`src/rtl/stream_mux_rr_pkg.sv`:
```
// rtl/stream_mux_rr_pkg.sv - shared mode encodings for the round-robin stream mux
package stream_mux_rr_pkg;

  localparam logic MODE_MANUAL = 1'b0;
  localparam logic MODE_RR     = 1'b1;

endpackage

```
`src/rtl/stream_mux_rr_arbiter.sv`:
```
// rtl/stream_mux_rr_arbiter.sv - combinational round-robin arbiter starting its scan at ptr
module rr_arbiter #(
  parameter int NCH  = 4,
  parameter int SELW = 2
) (
  input  logic [NCH-1:0]  req,
  input  logic [SELW-1:0] ptr,
  output logic [NCH-1:0]  gnt,
  output logic [SELW-1:0] gnt_idx,
  output logic            any_gnt
);

  logic [SELW:0] cand;

  // ptr is always < NCH, so one conditional subtract wraps the scan index
  always_comb begin
    gnt     = '0;
    gnt_idx = '0;
    any_gnt = 1'b0;
    cand    = '0;
    for (int i = 0; i < NCH; i++) begin
      cand = {1'b0, ptr} + (SELW+1)'(i);
      if (cand >= (SELW+1)'(NCH)) begin
        cand = cand - (SELW+1)'(NCH);
      end
      if (!any_gnt && req[cand[SELW-1:0]]) begin
        any_gnt                = 1'b1;
        gnt_idx                = cand[SELW-1:0];
        gnt[cand[SELW-1:0]]    = 1'b1;
      end
    end
  end

endmodule

```
`src/rtl/stream_mux_rr.sv`:
```
// rtl/stream_mux_rr.sv - N-channel stream mux with manual or round-robin select and registered output
module stream_mux_rr
  import stream_mux_rr_pkg::*;
#(
  parameter int WIDTH = 4,
  parameter int NCH   = 4,
  parameter int SELW  = 2
) (
  input  logic                 clk,
  input  logic                 rst_n,
  input  logic                 mode,
  input  logic [SELW-1:0]      sel,
  input  logic [NCH*WIDTH-1:0] in_data,
  input  logic [NCH-1:0]       in_valid,
  output logic [NCH-1:0]       in_ready,
  output logic [WIDTH-1:0]     out_data,
  output logic [SELW-1:0]      out_ch,
  output logic                 out_valid,
  input  logic                 out_ready
);

  logic            load_en;
  logic [SELW-1:0] ptr;
  logic [NCH-1:0]  rr_gnt;
  logic [SELW-1:0] rr_idx;
  logic            rr_any;
  logic [NCH-1:0]  man_gnt;
  logic            man_any;
  logic [NCH-1:0]  grant;
  logic [SELW-1:0] gidx;
  logic            any_gnt;
  logic [SELW-1:0] ptr_next;

  rr_arbiter #(
    .NCH  (NCH),
    .SELW (SELW)
  ) u_arb (
    .req     (in_valid),
    .ptr     (ptr),
    .gnt     (rr_gnt),
    .gnt_idx (rr_idx),
    .any_gnt (rr_any)
  );

  // out-of-range sel in a non-power-of-two build simply yields no grant
  always_comb begin
    man_gnt = '0;
    man_any = 1'b0;
    if (({1'b0, sel} < (SELW+1)'(NCH)) && in_valid[sel]) begin
      man_gnt[sel] = 1'b1;
      man_any      = 1'b1;
    end
  end

  always_comb begin
    grant   = man_gnt;
    gidx    = sel;
    any_gnt = man_any;
    if (mode == MODE_RR) begin
      grant   = rr_gnt;
      gidx    = rr_idx;
      any_gnt = rr_any;
    end
  end

  assign load_en  = !out_valid || out_ready;
  assign in_ready = (rst_n && load_en) ? grant : '0;
  assign ptr_next = ({1'b0, gidx} == (SELW+1)'(NCH-1)) ? '0 : gidx + 1'b1;

  always_ff @(posedge clk) begin
    if (!rst_n) begin
      out_valid <= 1'b0;
      out_data  <= '0;
      out_ch    <= '0;
      ptr       <= '0;
    end else if (load_en) begin
      out_valid <= any_gnt;
      if (any_gnt) begin
        out_data <= in_data[gidx*WIDTH +: WIDTH];
        out_ch   <= gidx;
        if (mode == MODE_RR) begin
          ptr <= ptr_next;
        end
      end
    end
  end

endmodule

```
`config.mk`:
```
export PLATFORM = sky130hd
export DESIGN_NAME = stream_mux_rr
export DESIGN_NICKNAME = d
export VERILOG_FILES = /design/src/rtl/stream_mux_rr_pkg.sv /design/src/rtl/stream_mux_rr_arbiter.sv /design/src/rtl/stream_mux_rr.sv
export SDC_FILE = /design/constraint.sdc
export NUM_CORES = 1
export LEC_CHECK = 0
export CAP_MARGIN = 0
export CELL_PAD_IN_SITES_DETAIL_PLACEMENT = 1
export CELL_PAD_IN_SITES_GLOBAL_PLACEMENT = 1
export CORE_MARGIN = 8
export CORE_UTILIZATION = 35
export CTS_CLUSTER_DIAMETER = 200
export DETAILED_ROUTE_END_ITERATION = 16
export PLACE_DENSITY_LB_ADDON = 0.2
export SYNTH_ARGS = -nofsm -noshare
export SYNTH_HDL_FRONTEND = slang
export SYNTH_SLANG_ARGS = --single-unit
```
`constraint.sdc`:
```
create_clock -name clk -period 3.5 [get_ports clk]
set_input_delay 0.7 -clock clk [delete_from_list [all_inputs] [get_ports clk]]
set_output_delay 0.7 -clock clk [all_outputs]
set_load 0.01 [all_outputs]
```
==> summary.txt <==
==================================================================================================
Clock latency on the worst-skew pair                                                       0.24 ns
R2r worst-path depth                                                                            10
Synth Area in Compound Gates                                                                0.3433
NetSw                                                                                     208.8 uW
Hold path start                                                                          out_ch[0]
Antenna Diode Count                                                                              0
TritonCTS sink count                                                                             9
Cell depth of the worst hold path                                                                2
Commonest non-fill, non-tap cells in the layout                                       clkdlybuf4s50_1, buf_4, nand3_1, nor2_1
Clock tree from TritonCTS                                                                      yes
Switching part of the total                                                                 0.3754
Dpl hpwl                                                                                   4121 um
Total Routing Usage GR                                                                      0.1705
Count of nets left with antenna violations after detail routing                                  0
Power Internal                                                                            347.4 uW
Element type at the critical path start                                                 input port
Post-Route Setup TNS                                                                          0 ns
Number of vias after detailed routing                                                         1628
Status                                                                                   completed
Required time reported for the critical path endpoint                                      2.80 ns
Arrival @ worst endpoint                                                                   2.67 ns
Highest achievable clock rate                                                            296.6 MHz
Number of global-route vias before repair                                                     1751
Layout cell share with drive strength beyond 1                                              0.1864
Portion of the clock cycle consumed by the worst path in the final layout                   0.9634
Die Ht                                                                                    77.91 um
Dominant combinational cell family by area after synthesis                            compound AO/OA/AOI/OAI gates
Critical path endpoint category                                                       primary output
Master cell of the clock root buffer                                                      clkbuf_8
Mean area per synthesized cell                                                           8.032 um2
Simple-gate share of the synthesized area                                                   0.2873
Worst Hold Class                                                                      register to register
Core region area                                                                          3661 um2
Adder-cell share of the synthesized area                                                   0.06530
Clock transition time at the flip-flop clock pins of the worst setup and hold paths        0.04 ns
Share of power burned in combinational logic                                                 0.556
Endpoint of the worst hold path                                                          out_ch[0]
Lkg Pwr                                                                                  0.7985 nW
Area grow syn2layout                                                                        44.68%
DRC violations left                                                                              0
Fraction of power consumed by the clock network                                              0.221
Total global routing overflow                                                                    0
Mapped Cells                                                                                   167
Max IR drop VDD                                                                          0.1060 mV
Most frequent standard cell in the layout excluding fill and tap cells                clkdlybuf4s50_1
Total of buffers placed on input and output ports                                               36
Number of synthesized register bits                                                              9
# rows                                                                                          22
Largest area contributor in the netlist                                                    dfxtp_1
FF-to-FF End                                                                                ptr[1]
DR iter-0 viols                                                                                123
Synthesized Nets                                                                               200
Setup violators final                                                                            0
Min Tclk post-route                                                                       3.372 ns
Dpl ws                                                                                  -0.3269 ns
Area enclosed by the die boundary                                                         6069 um2
Initial core utilization                                                                    0.3664
Clock H-tree levels                                                                              1
Launch instance of the worst register-to-register path                                      ptr[1]
Warnings from Yosys                                                                              0
Distinct cell type count of the synthesized netlist                                             43
Main area contributors after synthesis                                                dfxtp_1, nand3_1, mux4_2, ha_1, a222oi_1
Top fanout value on the critical path                                                            5
Share of synthesized area spent on multiplexers                                             0.1045
Setup repair after global routing missed its margin                                          false
Power share of the sequential group                                                          0.222
Max-Cap Viols                                                                                    0
Sequential share of the synthesized area                                                    0.1343
Area share of xor/xnor cells in the synthesized design                                           0
Number of nets in the finished design                                                          254
Area share of the largest cell type after synthesis                                         0.1343
Final weighted congestion of routability-driven global placement                            0.8256
Setup CP Type                                                                         input port to primary output
Power per standard cell area                                                          286.6 nW/um2
Die width                                                                                 77.91 um
Netlist Area Pre-Place                                                                    1341 um2
Transition time of the tightest slew-check pin                                           0.7822 ns
Headroom to the max-slew limit                                                              0.4775
Worst Slack Setup Final                                                                  0.1283 ns
Register-to-register setup slack                                                           0.86 ns
Via/cell ratio                                                                               6.075
Hold Violations, Final                                                                           0
Number of filler cells placed in the layout                                                    441
Layout Skew                                                                            0.004627 ns
First-pass GRT wire length                                                                 8707 um
Pin count of the biggest net entering global routing                                            31
Io pins                                                                                         37
Per-cell routed wire length                                                               19.31 um
Total wire length after detailed routing                                                   5175 um
Maximum root-to-sink buffer count                                                                2
Number of detailed-route iterations in the first pass                                            6
Number of antenna violations at the first check in global routing                                0
Number of buffers created by CTS                                                                 3
Final slew viol count                                                                            0
==================================================================================================
-- per-stage QoR --
step	util	total power [mW]	instance area [um2]	std cells	hold WS [ns]
floorplan	-	0.2964	1341	167	0.5202
global placement	0.5106	0.4100	1869	263	0.4928
detailed placement	0.5106	0.4255	1869	263	0.4978
CTS	0.5263	0.5539	1927	268	0.5035
global route	0.5301	0.5920	1941	268	0.5435
finish	0.5301	0.5562	1941	268	0.5000
-- flip-flops by register name, summed over array words and instances (netlist names) --
name,flops
out_ch,2
out_data,4
out_valid,1
ptr,2
-- power groups by stage --
stage	sequential (mW)	combinational, mW	clock, mW
after floorplan	0.133	0.163	0
after global placement	0.125	0.285	0
after detailed placement	0.125	0.300	0
after CTS	0.124	0.306	0.125
after global routing	0.125	0.337	0.130
final	0.124	0.309	0.123
-- worst max path at each step --
stage | from | to | slack (ns) | depth (start not counted)
finish | in_valid[3] | in_ready[2] | 0.13 | 10
floorplan | ptr[0] | in_ready[0] | 0.22 | 11
detailed placement | in_valid[2] | in_ready[3] | -0.33 | 9
global placement | in_valid[0] | in_ready[1] | -0.18 | 8
global route | in_valid[3] | in_ready[3] | 0.008 | 10
CTS | in_valid[2] | in_ready[3] | -0.03 | 9
-- cell type report --
class                      instances  area [um2]  share of cell area
sequential                         9       180.2             0.09284
clock buffer                       4       45.04             0.02321
tap                               48       60.06             0.03095
timing repair buffer              61       546.8              0.2818
inverter                           4       15.01            0.007737
multi-input combinational        142        1094              0.5635
-- Yosys cell counts --
library cell / instances
ha_1: 7
nor3b_1: 2
nor3_1: 2
nand2b_1: 2
o2111ai_1: 8
a221o_1: 4
dfxtp_1: 9
nor3_2: 1
a22o_1: 4
mux2i_1: 5
buf_1: 1
a222oi_1: 8
nand4b_1: 2
o21a_1: 1
a21boi_0: 1
or3_1: 2
and3b_1: 1
and2_1: 9
inv_1: 4
buf_2: 1
o221a_2: 1
o21ai_0: 8
or4bb_1: 1
a31oi_1: 1
buf_6: 3
a211oi_1: 2
a21oi_1: 7
nand3b_1: 1
nand3_1: 18
buf_4: 1
o211ai_1: 2
nor2_1: 15
nor3b_2: 1
mux4_2: 4
a22oi_1: 4
a311oi_4: 1
nand2_1: 7
clkbuf_1: 6
and3_1: 2
o211a_1: 3
o2111a_1: 1
nor2b_1: 3
and2b_1: 1
-- metal layers --
| layer | GRT usage | wire length, um |
|---|---|---|
| met1 | 0.1988 | 2044 |
| met2 | 0.3066 | 2686 |
| met5 | 0 | 0 |
| met4 | 0.05926 | 112 |
| met3 | 0.02650 | 330 |
-- kinds of logic (layout without fill, tap and decap cells) --
| group | count (synthesis) | count (layout) |
|---|---|---|
| adders and majority gates | 7 | 7 |
| DFF | 9 | 9 |
| muxes | 9 | 9 |
| AOI/OAI and AO/OA | 56 | 56 |
| and+or+nand+nor | 70 | 70 |
| buffers and inverters | 16 | 69 |
-- critical path: stages --
cell and delay [ns]:
clkdlybuf4s50_1 0.44, buf_4 0.17, nor3_1 0.16, nand4b_1 0.16, o211ai_1 0.19, buf_4 0.20, a22o_1 0.16, o21ai_1 0.06
a21oi_1 0.14, dlygate4sd2_1 0.29
-- what timing repair did --
item / in CTS / in global routing
endpoints found under the setup margin: 4 / 4
pin swaps: 2 / 2
hold buffers: 0 / 0
gates resized for setup: 12 / 5
buffers inserted: 1 / 0
Note: power is estimated with default switching activity, not from simulation.
